### src/rtl/slice_add_pkg.sv
// slice_add_pkg: shared state encoding and slice width for the sequential slice adder
package slice_add_pkg;
    localparam int SLICE_W = 4;
    typedef enum logic [1:0] {IDLE, RUN, DONE} state_t;
endpackage

### src/rtl/r4_adder.sv
// r4_adder: 4-bit ripple-carry adder built from full-adder cells
module r4_adder (
    input  logic [3:0] a,
    input  logic [3:0] b,
    input  logic       cin,
    output logic [3:0] sum,
    output logic       cout
);
    logic [4:0] c;
    assign c[0] = cin;
    for (genvar i = 0; i < 4; i++) begin : g_fa
        assign sum[i]   = a[i] ^ b[i] ^ c[i];
        assign c[i + 1] = (a[i] & b[i]) | (c[i] & (a[i] ^ b[i]));
    end
    assign cout = c[4];
endmodule

### src/rtl/slice_add_seq.sv
// slice_add_seq: WIDTH-bit adder that reuses one 4-bit slice over WIDTH/4 cycles, LSB slice first
module slice_add_seq
    import slice_add_pkg::*;
#(
    parameter int WIDTH = 16
) (
    input  logic             clk,
    input  logic             rst_n,
    input  logic             in_valid,
    output logic             in_ready,
    input  logic [WIDTH-1:0] a,
    input  logic [WIDTH-1:0] b,
    input  logic             cin,
    output logic             out_valid,
    input  logic             out_ready,
    output logic [WIDTH-1:0] sum,
    output logic             cout,
    output logic             busy
);
    localparam int N  = WIDTH / SLICE_W;
    localparam int IW = $clog2(N);

    state_t             state;
    logic [WIDTH-1:0]   a_reg;
    logic [WIDTH-1:0]   b_reg;
    logic [IW-1:0]      idx;
    logic               carry;
    logic [SLICE_W-1:0] a_sl;
    logic [SLICE_W-1:0] b_sl;
    logic [SLICE_W-1:0] s_sl;
    logic               c_sl;

    assign a_sl      = a_reg[SLICE_W * int'(idx) +: SLICE_W];
    assign b_sl      = b_reg[SLICE_W * int'(idx) +: SLICE_W];
    assign in_ready  = state == IDLE;
    assign out_valid = state == DONE;
    assign busy      = state != IDLE;

    r4_adder u_add (
        .a    (a_sl),
        .b    (b_sl),
        .cin  (carry),
        .sum  (s_sl),
        .cout (c_sl)
    );

    // capture operands, step one slice per RUN cycle, hold the result in DONE until taken
    always_ff @(posedge clk or negedge rst_n) begin
        if (!rst_n) begin
            state <= IDLE;
            a_reg <= '0;
            b_reg <= '0;
            idx   <= '0;
            carry <= 1'b0;
            sum   <= '0;
            cout  <= 1'b0;
        end else begin
            case (state)
                IDLE: if (in_valid) begin
                    a_reg <= a;
                    b_reg <= b;
                    carry <= cin;
                    idx   <= '0;
                    state <= RUN;
                end
                RUN: begin
                    sum[SLICE_W * int'(idx) +: SLICE_W] <= s_sl;
                    carry <= c_sl;
                    if (idx == IW'(N - 1)) begin
                        cout  <= c_sl;
                        state <= DONE;
                    end else begin
                        idx <= idx + IW'(1);
                    end
                end
                DONE: if (out_ready) state <= IDLE;
                default: state <= IDLE;
            endcase
        end
    end
endmodule

### config.mk
export PLATFORM = sky130hd
export DESIGN_NAME = slice_add_seq
export DESIGN_NICKNAME = d
export VERILOG_FILES = /design/src/rtl/slice_add_pkg.sv /design/src/rtl/r4_adder.sv /design/src/rtl/slice_add_seq.sv
export SDC_FILE = /design/constraint.sdc
export NUM_CORES = 1
export LEC_CHECK = 0
export CAP_MARGIN = 40
export CORE_ASPECT_RATIO = 0.9
export CORE_UTILIZATION = 51
export CTS_CLUSTER_SIZE = 20
export DETAILED_ROUTE_END_ITERATION = 7
export GPL_TIMING_DRIVEN = 0
export PLACE_DENSITY_LB_ADDON = 0.3
export REMOVE_ABC_BUFFERS = 1
export SKIP_LAST_GASP = 1
export SYNTH_ARGS = -nofsm -noshare
export SYNTH_HDL_FRONTEND = slang
export SYNTH_SLANG_ARGS = --single-unit
### constraint.sdc
create_clock -name clk -period 8.7 [get_ports clk]
set_input_delay 1.74 -clock clk [delete_from_list [all_inputs] [get_ports clk]]
set_output_delay 1.74 -clock clk [all_outputs]
set_load 0.02 [all_outputs]
==> run summary, run 1 <==
share of cells above drive strength 1 - 20.6%
Max Root-Sink Buffers - 2
slowest CP cell - clkdlybuf4s50_1
Post-CTS Resized - 0
Crit path max-delay family - buffers and inverters
post-synthesis register bit count - 54
crit path max fanout - 10
Achievable Freq - 286 MHz
final net count - 295
Pwr Density - 391 nW/um^2
number of fillers in the final layout - 386
Critical path origin - state[0]
DIE WIDTH - 78.5 um
status - completed
post-CTS setup buffers - 0
Worst-path clk slew - 0.09 ns
fin crit period - 3.50 ns
H-tree Lvls - 2
largest net degree at the start of global routing - 37
CP arrival - 1.76 ns
synth warn - 0
switching share of power - 38.8%
CP cell instances - inv_1 > nand2_1 > inv_1 > clkdlybuf4s50_1
Root Driver - clkbuf_8
CTS sink cnt - 54
number of core rows - 24
Initial Util - 54.2%
total negative slack for setup checks - 0 ns
vias per std cell - 5.24
DR WL/cell - 15.1 um
die footprint - 5560 um^2
Worst Path Buf+Inv - 3
post-DP HPWL - 3450 um
hold wc startpoint - sum[4]
CP max stage delay - 0.59 ns
synthesized area - 2680 um^2
Hold Vio Cnt, Final - 0
routed via count - 1640
clock skew - 0.00931 ns
Comb power frac - 54.0%
Iteration-0 DRC Markers - 166
area of the multi-input gates - 1210 um^2
GR Util All Layers - 19.5%
# port buffers - 56
Final Max Slew Viols - 0
most frequent cells in the layout - 55 x clkdlybuf4s50_1, 54 x dfrtp_1, 30 x mux2_4
clock network power share - 10.2%
fin crit share - 40.2%
DIE HEIGHT - 70.8 um
total internal power - 0.799 mW
Routability Congestion - 0.786
crit path kind - reg -> out
first-pass GRT wire length - 8310 um
worst slew pin tran - 0.832 ns
Yosys cell types - 27
final WL - 4740 um
CTS Buf Count - 5
drt pass-1 iters - 4
RSZ-0062 raised after global routing - false
number of max-cap violations - 0
Worst EP required - 6.96 ns
Worst R2R Path Depth - 9
I/O Pins - 57
Psw - 0.506 mW
Fin Hold WS - 0.483 ns
CP endpoint kind - primary output
Seq/Total Area, Yosys - 50.3%
sequential share of power - 35.8%
Layout Area Growth over Synthesis - 24.3%
crit-path most repeated cell - inv_1
Leak - 1.45 nW
initial antenna violation count - 0
startpoint types - flip-flop
number of diodes - 0
Worst-Skew Late Latency - 0.31 ns
Hold WC Path Type - reg -> reg
register-to-register setup slack - 5.32 ns
critical path depth - 4
Mean Syn Cell Area - 13.8 um^2
DRC viols - 0
CTS Hold Bufs - 0
area of the core - 4950 um^2
worst vdd ir - 0.176 mV
synthesized instance count - 194
WHS Endpoint - sum[4]
Design Power - 1.30 mW
Worst slew margin - 44.5%
vias in the first global route - 1705
most common cell after layout, fill and taps aside - clkdlybuf4s50_1
Reg area - 1350 um^2
Area after DPL - 3260 um^2
Antenna Nets Post-Route - 0
R2R Path End - sum[7]
r2r startpoint - idx[0]
Finish-stage setup viols - 0
fin area - 3340 um^2
CTS tree - yes
WHS Path Cells - 2
Overflow after GRT - 0
==> worst max-delay path by stage <==
stage,endpoint
CTS,out_valid
finish,out_valid
global route,sum[15]
detailed placement,sum[7]
floorplan,sum[7]
global placement,b_reg[4]
==> cell families (layout without fill, tap and decap cells) <==
family / count (synthesis) / after routing / synth area share, %
adders and majority gates: 10 / 10 / 5.78
DFF: 54 / 54 / 50.3
buffers and inverters: 21 / 75 / 4.57
and+or+nand+nor: 42 / 42 / 8.02
AOI/OAI and AO/OA: 26 / 26 / 6.53
muxes: 41 / 41 / 24.8
==> metrics by stage <==
step | worst slack (ns) | util [%] | cells
4_1_cts | 5.21 | 67.3 | 313
3_5_place_dp | 5.29 | 65.8 | 306
6_report | 5.20 | 67.3 | 313
5_1_grt | 5.06 | 67.3 | 313
3_3_place_gp | 4.30 | 65.5 | 305
2_1_floorplan | 5.69 | - | 184
==> Yosys cell counts <==
master / count / area (um^2)
a21oi_1: 3 / 15.0
a22oi_1: 2 / 15.0
and2_4: 1 / 8.76
buf_2: 2 / 10.0
buf_4: 1 / 7.51
buf_6: 5 / 56.3
clkbuf_1: 2 / 7.51
dfrtp_1: 54 / 1350
fa_1: 4 / 80.1
ha_1: 6 / 75.1
inv_1: 11 / 41.3
mux2_2: 3 / 33.8
mux2_4: 30 / 450
mux4_2: 8 / 180
nand2_1: 22 / 82.6
nand2b_1: 3 / 18.8
nand3_1: 2 / 10.0
nand3b_1: 4 / 30.0
nand3b_2: 1 / 11.3
nor2_1: 4 / 15.0
nor2_4: 1 / 11.3
nor2b_1: 2 / 12.5
nor3_1: 1 / 5.00
nor4bb_1: 1 / 10.0
o21ai_0: 8 / 40.0
o31ai_1: 7 / 52.6
o41ai_1: 6 / 52.6
==> routing by layer <==
metal | up-vias | track usage, % | share of wire, %
li1 | 799 | - | -
met1 | 789 | 29.9 | 51
met2 | 46 | 28.0 | 43
met3 | 6 | 4.13 | 3.7
met4 | 0 | 6.17 | 1.3
met5 | - | 0 | 0
==> cell type report <==
class,instances,share of cell area (%)
inverter,11,1.24
clock buffer,7,2.29
tap,65,2.44
multi-input combinational,119,36.3
timing repair buffer,57,17.3
sequential,54,40.5
==> power groups by stage <==
stage	registers, mW	logic, mW	clock network [mW]
after global routing	0.485	0.771	0.144
after global placement	0.468	0.684	0
final	0.468	0.704	0.133
after floorplan	0.475	0.472	0
after CTS	0.470	0.704	0.135
after detailed placement	0.474	0.703	0
==> worst reg2reg max path, delay by kind of cell (launching register included) <==
kind,cells,cell delay (ns)
AOI/OAI and AO/OA,1,0.23
adders and majority gates,4,1.29
buffers and inverters,2,0.13
DFF,1,0.89
muxes,1,0.62
and+or+nand+nor,1,0.11
(Power assumes the default switching activity.)
==> run 2: changes to the inputs <==
- CORE_UTILIZATION: 51 -> 46
- clock period: 8.7 -> 3.2 ns (I/O delays scaled with it)
==> run summary, run 2 (synthesized netlist as in run 1, its figures left out) <==
CTS sink cnt - 54 (unchanged)
area of the core - 5660 um^2 (was 4950 um^2)
r2r startpoint - idx[1] (was idx[0])
Fin Hold WS - 0.347 ns (was 0.483 ns)
# port buffers - 56 (unchanged)
Leak - 1.48 nW (was 1.45 nW)
Area after DPL - 3270 um^2 (was 3260 um^2)
Root Driver - clkbuf_8 (unchanged)
clock skew - 0.00993 ns (was 0.00931 ns)
RSZ-0062 raised after global routing - false (unchanged)
drt pass-1 iters - 4 (unchanged)
Achievable Freq - 334 MHz
CP arrival - 3.21 ns (was 1.76 ns)
startpoint types - flip-flop (unchanged)
Hold WC Path Type - in -> async (was reg -> reg)
total internal power - 2.22 mW (was 0.799 mW)
Layout Area Growth over Synthesis - 26.1% (was 24.3%)
die footprint - 6140 um^2 (was 5560 um^2)
Overflow after GRT - 0 (unchanged)
vias per std cell - 5.26 (was 5.24)
Final Max Slew Viols - 0 (unchanged)
largest net degree at the start of global routing - 33 (was 37)
most frequent cells in the layout - 55 x clkdlybuf4s50_1, 53 x dfrtp_1, 30 x mux2_4 (was 55 x clkdlybuf4s50_1, 54 x dfrtp_1, 30 x mux2_4)
Worst R2R Path Depth - 9 (unchanged)
fin area - 3380 um^2 (was 3340 um^2)
Iteration-0 DRC Markers - 109 (was 166)
CTS Hold Bufs - 0 (unchanged)
clock network power share - 11.0% (was 10.2%)
worst slew pin tran - 0.654 ns (was 0.832 ns)
Final Core Density - 59.8% (was 67.3%)
Pwr Density - 1060 nW/um^2 (was 391 nW/um^2)
H-tree Lvls - 2 (unchanged)
number of diodes - 0 (unchanged)
Worst EP required - 3.42 ns (was 6.96 ns)
number of fillers in the final layout - 483 (was 386)
Finish-stage setup viols - 0 (unchanged)
total negative slack for setup checks - 0 ns (unchanged)
routed via count - 1695 (was 1640)
initial antenna violation count - 0 (unchanged)
vias in the first global route - 1711 (was 1705)
final WL - 4820 um (was 4740 um)
register-to-register setup slack - 0.21 ns (was 5.32 ns)
DR WL/cell - 15.0 um (was 15.1 um)
number of core rows - 26 (was 24)
first-pass GRT wire length - 8090 um (was 8310 um)
Worst slew margin - 56.4% (was 44.5%)
Psw - 1.37 mW (was 0.506 mW)
CTS Buf Count - 5 (unchanged)
Max Root-Sink Buffers - 2 (unchanged)
Design Power - 3.58 mW (was 1.30 mW)
share of cells above drive strength 1 - 22.6% (was 20.6%)
status - completed (unchanged)
sequential share of power - 35.0% (was 35.8%)
Comb power frac - 54.0% (about the same)
CP endpoint kind - flip-flop (was primary output)
DRC viols - 0 (unchanged)
number of max-cap violations - 0 (unchanged)
worst vdd ir - 0.491 mV (was 0.176 mV)
most common cell after layout, fill and taps aside - clkdlybuf4s50_1 (unchanged)
CTS tree - yes (unchanged)
final net count - 298 (was 295)
Hold Vio Cnt, Final - 0 (unchanged)
Initial Util - 47.4% (was 54.2%)
fin crit period - 2.99 ns
Routability Congestion - 0.810 (was 0.786)
Worst-Skew Late Latency - 0.31 ns (about the same)
Worst-path clk slew - 0.10 ns (was 0.09 ns)
GR Util All Layers - 18.0% (was 19.5%)
Antenna Nets Post-Route - 0 (unchanged)
fin crit share - 93.5%
crit path max fanout - 14 (was 10)
I/O Pins - 57 (unchanged)
switching share of power - 38.2% (was 38.8%)
DIE HEIGHT - 74.5 um (was 70.8 um)
crit path kind - reg -> reg (was reg -> out)
DIE WIDTH - 82.5 um (was 78.5 um)
R2R Path End - sum[7] (unchanged)
post-DP HPWL - 3490 um (was 3450 um)
[run 2: cell count changes in the layout (fill, tap and decap cells not counted), sizes merged]
cell and delta:
buf +3, clkinv +1
[run 2: critical path, cell delays in order (launching register included)]
cell and delay (ns):
dfrtp_1 0.72, mux4_2 0.41, fa_1 0.41, inv_1 0.08, fa_1 0.18, fa_1 0.16
inv_1 0.05, fa_1 0.52, nand2b_1 0.11, o31ai_1 0.26
[run 2: layer usage]
| metal | track usage (%) | routed length [um] | vias up |
|---|---|---|---|
| met1 | 25.5 | 2360 | 840 |
| li1 | - | - | 802 |
| met2 | 27.7 | 2200 | 46 |
| met3 | 3.44 | 189 | 7 |
| met5 | 0 | 0 | - |
| met4 | 6.32 | 72 | 0 |
[run 2: how the worst max path moves through the flow]
stage	slack [ns]	startpoint	cells after the start	end
after detailed placement	-0.23	idx[0]	9	sum[7]
after floorplan	0.19	idx[0]	9	sum[7]
after CTS	0.03	idx[0]	9	sum[7]
final	0.21	idx[1]	9	sum[7]
after global placement	-0.20	idx[0]	9	sum[7]
after global routing	0.04	idx[1]	9	sum[7]
[run 2: per-stage QoR]
step                instances  worst slack, ns
floorplan                 184            0.190
global placement          310           -0.195
detailed placement        311           -0.234
CTS                       319           0.0292
global route              322           0.0357
finish                    322            0.208
[run 2: power groups by stage]
| stage | sequential (mW) | clock [mW] | combinational [mW] |
|---|---|---|---|
| floorplan | 1.29 | 0 | 1.28 |
| global placement | 1.27 | 0 | 1.87 |
| detailed placement | 1.29 | 0 | 1.90 |
| CTS | 1.28 | 0.403 | 1.90 |
| global route | 1.30 | 0.425 | 2.12 |
| finish | 1.26 | 0.394 | 1.93 |
[run 2: area by class of cell]
cell class                      instances  area [um^2]  share of cell area [%]
Clock buffer                            7         86.3                    2.55
Clock inverter                          1         5.00                   0.148
Inverter                               11         41.3                    1.22
Multi-Input combinational cell        119         1210                    35.8
Sequential cell                        54         1360                    40.1
Tap cell                               70         87.6                    2.59
Timing Repair Buffer                   60          598                    17.7
[run 2: what timing repair did]
| action | in CTS | in global routing |
|---|---|---|
| setup buffers | 0 | 3 |
| resized for setup | 1 | 1 |
| setup endpoints to repair | 9 | 3 |
==> run 3: changes to the inputs <==
- CORE_UTILIZATION: 46 -> 51
- clock period: 3.2 -> 3.7 ns (I/O delays scaled with it)
==> results of run 3 <==
Same layout as run 1 (identical final DEF). Status: completed.
Among the figures that moved: setup slack after placement 5.29 ns -> 0.288 ns; setup slack after layout 5.20 ns -> 0.322 ns; hold slack 0.483 ns -> 0.356 ns; start point of the critical path state[0] -> idx[0]; end point of the critical path out_valid -> sum[7]; register-to-register setup slack 5.32 ns -> 0.32 ns; total power 1.30 mW -> 3.07 mW; worst IR drop on VDD 0.176 mV -> 0.413 mV
